**src/rtl/tick_event_counter.sv**
```systemverilog
// Synchronizes a divided clock into the clock_in domain, turns each rising edge into a tick,
// and counts those ticks (wrapping at MAX_COUNT) under a start/stop/clear FSM.
module tick_event_counter #(
  parameter int unsigned WIDTH     = 8,
  parameter int unsigned MAX_COUNT = 59
) (
  input  logic             clock_in,
  input  logic             reset_n,
  input  logic             clock_div,
  input  logic             start,
  input  logic             stop,
  input  logic             clear,
  output logic [WIDTH-1:0] count,
  output logic             running,
  output logic             tick_out,
  output logic             overflow
);

  typedef enum logic [1:0] {
    StIdle   = 2'b00,
    StRun    = 2'b01,
    StPaused = 2'b10
  } state_e;

  localparam logic [WIDTH-1:0] MaxVal = WIDTH'(MAX_COUNT);

  state_e           state_q, state_d;
  logic             sync1_q, sync2_q, prev_q;
  logic             tick, counted;
  logic [WIDTH-1:0] count_q, count_d;
  logic             overflow_q, overflow_d;
  logic             tick_out_q, running_q;

  // prev follows sync2 in every state, so a rising edge seen while idle is simply lost.
  assign tick    = sync2_q & ~prev_q;
  assign counted = tick & (state_q == StRun) & ~clear & ~stop;

  always_comb begin
    state_d = state_q;
    if (clear) begin
      state_d = StIdle;
    end else if (stop) begin
      if (state_q == StRun) state_d = StPaused;
    end else if (start) begin
      unique case (state_q)
        StIdle, StPaused: state_d = StRun;
        default:          state_d = state_q;
      endcase
    end
  end

  always_comb begin
    count_d    = count_q;
    overflow_d = overflow_q;
    if (clear) begin
      count_d    = '0;
      overflow_d = 1'b0;
    end else if (counted) begin
      if (count_q == MaxVal) begin
        count_d    = '0;
        overflow_d = 1'b1;
      end else begin
        count_d = count_q + WIDTH'(1);
      end
    end
  end

  always_ff @(posedge clock_in) begin
    if (!reset_n) begin
      state_q    <= StIdle;
      sync1_q    <= 1'b0;
      sync2_q    <= 1'b0;
      prev_q     <= 1'b0;
      count_q    <= '0;
      overflow_q <= 1'b0;
      tick_out_q <= 1'b0;
      running_q  <= 1'b0;
    end else begin
      state_q    <= state_d;
      sync1_q    <= clock_div;
      sync2_q    <= sync1_q;
      prev_q     <= sync2_q;
      count_q    <= count_d;
      overflow_q <= overflow_d;
      tick_out_q <= counted;
      running_q  <= (state_d == StRun);
    end
  end

  assign count    = count_q;
  assign running  = running_q;
  assign tick_out = tick_out_q;
  assign overflow = overflow_q;

endmodule

```
**config.mk**
```make
export PLATFORM = sky130hd
export DESIGN_NAME = tick_event_counter
export DESIGN_NICKNAME = d
export VERILOG_FILES = /design/src/rtl/tick_event_counter.sv
export SDC_FILE = /design/constraint.sdc
export NUM_CORES = 1
export LEC_CHECK = 0
export ABC_CLOCK_PERIOD_IN_PS = 1300
export BUFFER_PORTS_ARGS = -buffer_cell sky130_fd_sc_hd__buf_2
export CORE_AREA = 2 2 47 49
export CTS_CLUSTER_SIZE = 28
export DETAILED_ROUTE_END_ITERATION = 12
export DIE_AREA = 0 0 49 51
export PLACE_DENSITY_LB_ADDON = 0.1
export REMOVE_ABC_BUFFERS = 1
export SETUP_SLACK_MARGIN = 0.3
export SYNTH_ARGS = -nofsm -noshare
export SYNTH_HDL_FRONTEND = slang
export SYNTH_SLANG_ARGS = --single-unit
export TNS_END_PERCENT = 5
```
**constraint.sdc**
```tcl
create_clock -name clock_in -period 1.3 [get_ports clock_in]
set_clock_uncertainty 0.2 [all_clocks]
set_input_delay 0.39 -clock clock_in [delete_from_list [all_inputs] [get_ports clock_in]]
set_output_delay 0.39 -clock clock_in [all_outputs]
set_load 0.005 [all_outputs]
```
**Yosys cells after proc, flatten, opt, wreduce, memory -nomap -nowiden**

Cells that the tools add are included.

- Output and inout bits: 11
- Register bits: 16
- Word-level logic and storage cells: 31
- Input bits: 6

- Reduce and logical (&&, ||, !) cells: 4
- Muxes and demuxes: 6
- $add $sub $neg: 1
- Equal/unequal tests: 4
- Bitwise gates (word level): 8

Operators by type and width:

| kind | count |
|---|---|
| 2-bit 2-to-1 mux | 5 |
| 8-bit by 1-bit adder with 8-bit output, second input constant | 1 |
| 8-bit by 6-bit == test with 1-bit output, second input constant | 1 |
| 8-bit 2-to-1 mux | 1 |
| 1-bit bitwise AND | 4 |
| 2-bit by 1-bit == test with 1-bit output, second input constant | 2 |
| 1-bit NOT | 4 |
| 2-bit OR reduction | 2 |
| 2-bit == test, second input constant | 1 |
| 2-bit logical NOT | 1 |
| 2-bit AND reduction | 1 |

**Longest topological paths before layout**

- Depth in word-level cells: 7
- Gate-level depth with buffers: 5
- Gate-level depth less buffers: 5

**Worst setup path before layout**

OpenSTA, ideal clock, no wires.

- Path type: flip-flop to flip-flop
- From: register count_q[0] (netlist: count[0])
- To: register count_q[0] (netlist: count[0])
- Buffers on the path: 0
- Period minus slack after synthesis: 1.430 ns
- Cell stages (with the launch flop): 6
- Arrival time: 1.113 ns
- Slack: -0.130 ns
- Data required time: 0.983 ns
- Library setup time: 0.117 ns
- Cells stage by stage: dfxtp_1 -> ha_1 -> nor3b_2 -> nand4_2 -> nand2b_2 -> nor2_1

- Word-level cells in the longest chain between the ends: 2
- Elaborated cells on any way between the ends: 3
- Classes of those cells: add/sub: 1; eq/ne: 1; mux: 1

Ends and longest elaborated chain:

| element | line | text |
|---|---|---|
| start, declared | 30 | `logic [WIDTH-1:0] count_q, count_d;` |
| start signal, assigned | 83 | `count_q <= count_d;` |
| 8-bit by 1-bit adder with 8-bit output or 8-bit by 6-bit == test with 1-bit output (tied branches) | 63, 59 |  |
| 8-bit 2-to-1 mux (*) | 59 | `if (count_q == MaxVal) begin` |

Mark *: on every way between the ends. The rest lies on a longest branch, timed or not.
A chain may end at the register's enable or synchronous reset.

**Worst setup path after layout**

- From: register state_q[1]
- To: register count_q[0] (netlist: count[0])

- Word-level cells in the longest chain between the ends: 4

Ends and longest elaborated chain:

| element | line | text |
|---|---|---|
| start, declared | 27 | `state_e state_q, state_d;` |
| start signal, assigned | 70 | `state_q <= StIdle;` |
| start signal, assigned | 79 | `state_q <= state_d;` |
| 2-bit by 1-bit == test with 1-bit output | 36 | `assign counted = tick & (state_q == StRun) & ~clear & ~stop;` |
| 1-bit bitwise AND (3 in series) | 36 |  |

No other way between the ends.

==> summary.md <==
| Metric | Value |
|---|---|
| Outcome | complete, but fails checks |
| Failing checks | setup timing |
| Final setup viols | 18 |
| Setup slack, reg-to-reg | -0.14 ns |
| Slew Viols, Final | 0 |
| GPL Wtd Cong | 0.7522 |
| Post-Syn Instances | 69 |
| Hold-fix buffers, CTS | 0 |
| Core box area | 2063 um^2 |
| Largest net degree at the start of global routing | 11 |
| Leak Pwr | between 0.0004 and 0.0005 uW |
| M2 GR Usage | approximately a fifth |
| EDFF count, synth | 0 |
| Period utilisation layout | 111.0% |
| Reg2reg end | count[0] |
| Row cnt | 17 |
| Clock buffer count from CTS | 3 |
| Critical path start-end classification | reg -> reg |
| GRT overflow | 0 |
| Crit path to | count[0] |
| Routed wire per std cell | ~11 um |
| First-pass GRT wire length | between 2000 and 2500 um |
| Top_reg_cell synth | dfxtp_1 |
| Vias per inst | 4.669 |
| Synthesized area per cell | slightly below 10 um^2 |
| Vias in the first global route | 577 |
| Worst-Margin Slew | between 0.2 and 0.25 ns |
| Met1 usage | roughly 16% |
| DRC | 0 |
| Die H | around 51 um |
| WHS | roughly 0.11 ns |
| Setup crit end kind | flop |
| Htree depth | 1 |
| Clk buf depth | 2 |
| Worst relative slew slack | ~85% |
| Max rail drop VDD | between 0.0005 and 0.0006 V |
| Critical path's slowest cell | dfxtp_2 |
| Final Critical Period | 1.443 ns |
| Most common cell after layout, fill and taps aside | buf_4 |
| Die area | between 2000 and 2500 um^2 |
| Area growth, synth to finish | 58.76% |
| Reg2reg path depth | 5 |
| Final hold violation count | 0 |
| Arrival @ worst endpoint | roughly 1.4 ns |
| Initial antenna violation count | 0 |
| Mapped Area | 664.4 um^2 |
| Sequential-to-total area share from yosys stat | between 40 and 50% |
| Synth top area share | 48.21% |
| Worst Hold Class | in -> reg |
| Cell area after placement | 880.8 um^2 |
| Die W | just under 50 um |
| Highest clock rate | 692.9 MHz |
| Ant. Diodes | 0 |
| CTS tree | built |
| CP Cell Sequence | and4bb_1 -> buf_6 -> nand4_2 -> nand2b_4 -> nor2_1 |
| Clk sinks | 16 |
| GRT Overall Usage | a little over an eighth |
| Post-route design area | between 1000 and 1500 um^2 |
| Startpoint Class | flop |
| Number of port buffers | 16 |
| Leading area contributor after synthesis | dfxtp_1 |
| Initial Utilization | about 32% |
| Critical path origin | state_q[1] |
| MaxCap Viol Count | 0 |
| Crit-path max FO | 10 |
| Routed via count | roughly 620 |
| Ys async rst share | 0% |
| Post-DP HPWL | slightly above 1000 um |
| Max incr delay on CP | around 0.36 ns |
| Layout cells sized above 1 | about three fifths |
| Detail Route Antenna Nets | 0 |
| PwrDens | a little under 800 nW/um^2 |
| Clk pin slew, worst setup/hold paths | roughly 0.09 ns |
| Routed wire length | 1409 um |
| Busiest grt layer | met2 |
| Clk_lat worst skew | between 0.2 and 0.3 ns |
| Met3 Track Usage GR | under 10% |
| RSZ-0062 raised after global routing | true |
| Yosys cell types | 22 |
| Commonest cells after routing, fill and taps aside | 12 x buf_4, 11 x buf_2, 11 x buf_6 |
| I/O pin count | 17 |
| Setup WS post-layout | -0.1432 ns |
| Synth warn | 0 |
| Final Net Count | 114 |
| Clock root buffer | clkbuf_4 |
| Drt first pass iters | 3 |
| Yosys reg bits | 16 |
| R2r startpoint | state_q[1] |
| Worst slack, placed | -0.2550 ns |
| Drt first-iter violations | 4 |
| Top cells by area, synth | dfxtp_1 48%, xor2_1 9.2%, nor2_1 5.6% |
| Worst EP required | about 1.3 ns |
## timing repair
item / CTS / global route
hold endpoints to repair: 0 / 0
setup buffers: 3 / 0
endpoints found under the setup margin: 24 / 24
resized for setup: 28 / 7
pin swaps: 10 / 8
## worst max-delay path: cells and delay by family, from the launching register on
kind                   cells  cell delay [ns]
buffers and inverters      1             0.14
flip-flops                 1             0.36
AND/OR/NAND/NOR            4             0.63
## cell usage after synthesis, types with 2 or more instances
master,instances
and3_1,3
dfxtp_1,16
nand2_1,3
xor2_1,7
nand4_1,4
nand3_1,2
and4_1,2
and2_1,3
nor2_1,10
nand2b_1,2
nor3_1,2
a21oi_1,4
nor2_2,2
## cell type report
class	count	area, um^2
inverters	1	3.754
clock buffers	3	22.52
flip-flops and latches	16	336.6
fillers	223	1008
repair buffers	34	269.0
multi-input cells	51	387.9
well taps	28	35.03
## logic make-up after synthesis
logic type	after synthesis	share of synthesized area [%]
compound gates	5	4.144
xor+xnor	7	9.228
fa+ha+maj	1	1.883
buf+inv	2	2.259
flops	16	48.21
simple gates	38	34.28
## per-layer routing
metal | share of wire (%) | up-vias
met1 | 44 | 291
li1 | - | 316
met2 | 52 | 12
met4 | 0.99 | 0
met3 | 2.8 | 2
met5 | 0 | -
## power breakdown
| group | leakage, uW | internal (uW) | switching [uW] |
|---|---|---|---|
| clock | 0.0000138 | 107 | 147 |
| combinational | 0.000314 | 30.3 | 32.5 |
| sequential | 0.000135 | 493 | 2.00 |
## registers in the layout, indices dropped and copies added (netlist names)
register	cells
count	8
state_q	2
overflow	1
prev_q	1
running	1
sync1_q	1
sync2_q	1
tick_out	1
## worst min-delay path by stage
| stage | depth (start not counted) | slack (ns) | end | startpoint |
|---|---|---|---|---|
| 2_1_floorplan | 1 | 0.21 | sync2_q | sync1_q |
| 3_3_place_gp | 1 | 0.22 | sync2_q | sync1_q |
| 3_5_place_dp | 1 | 0.23 | sync2_q | sync1_q |
| 4_1_cts | 2 | 0.10 | sync1_q | clock_div |
| 5_1_grt | 2 | 0.10 | sync1_q | clock_div |
| 6_report | 2 | 0.11 | sync1_q | clock_div |
## stage by stage
| stage | setup TNS (ns) | power (uW) | utilization (%) | instances |
|---|---|---|---|---|
| floorplan | -1.031 | 527.5 | - | 68 |
| global placement | -1.707 | 555.7 | 42.69 | 127 |
| detailed placement | -2.009 | 556.0 | 42.69 | 127 |
| CTS | -1.828 | 820.8 | 49.73 | 133 |
| global route | -2.778 | 858.8 | 51.12 | 133 |
| finish | -1.702 | 812.1 | 51.12 | 133 |
Power figures use the tool's default switching activity.
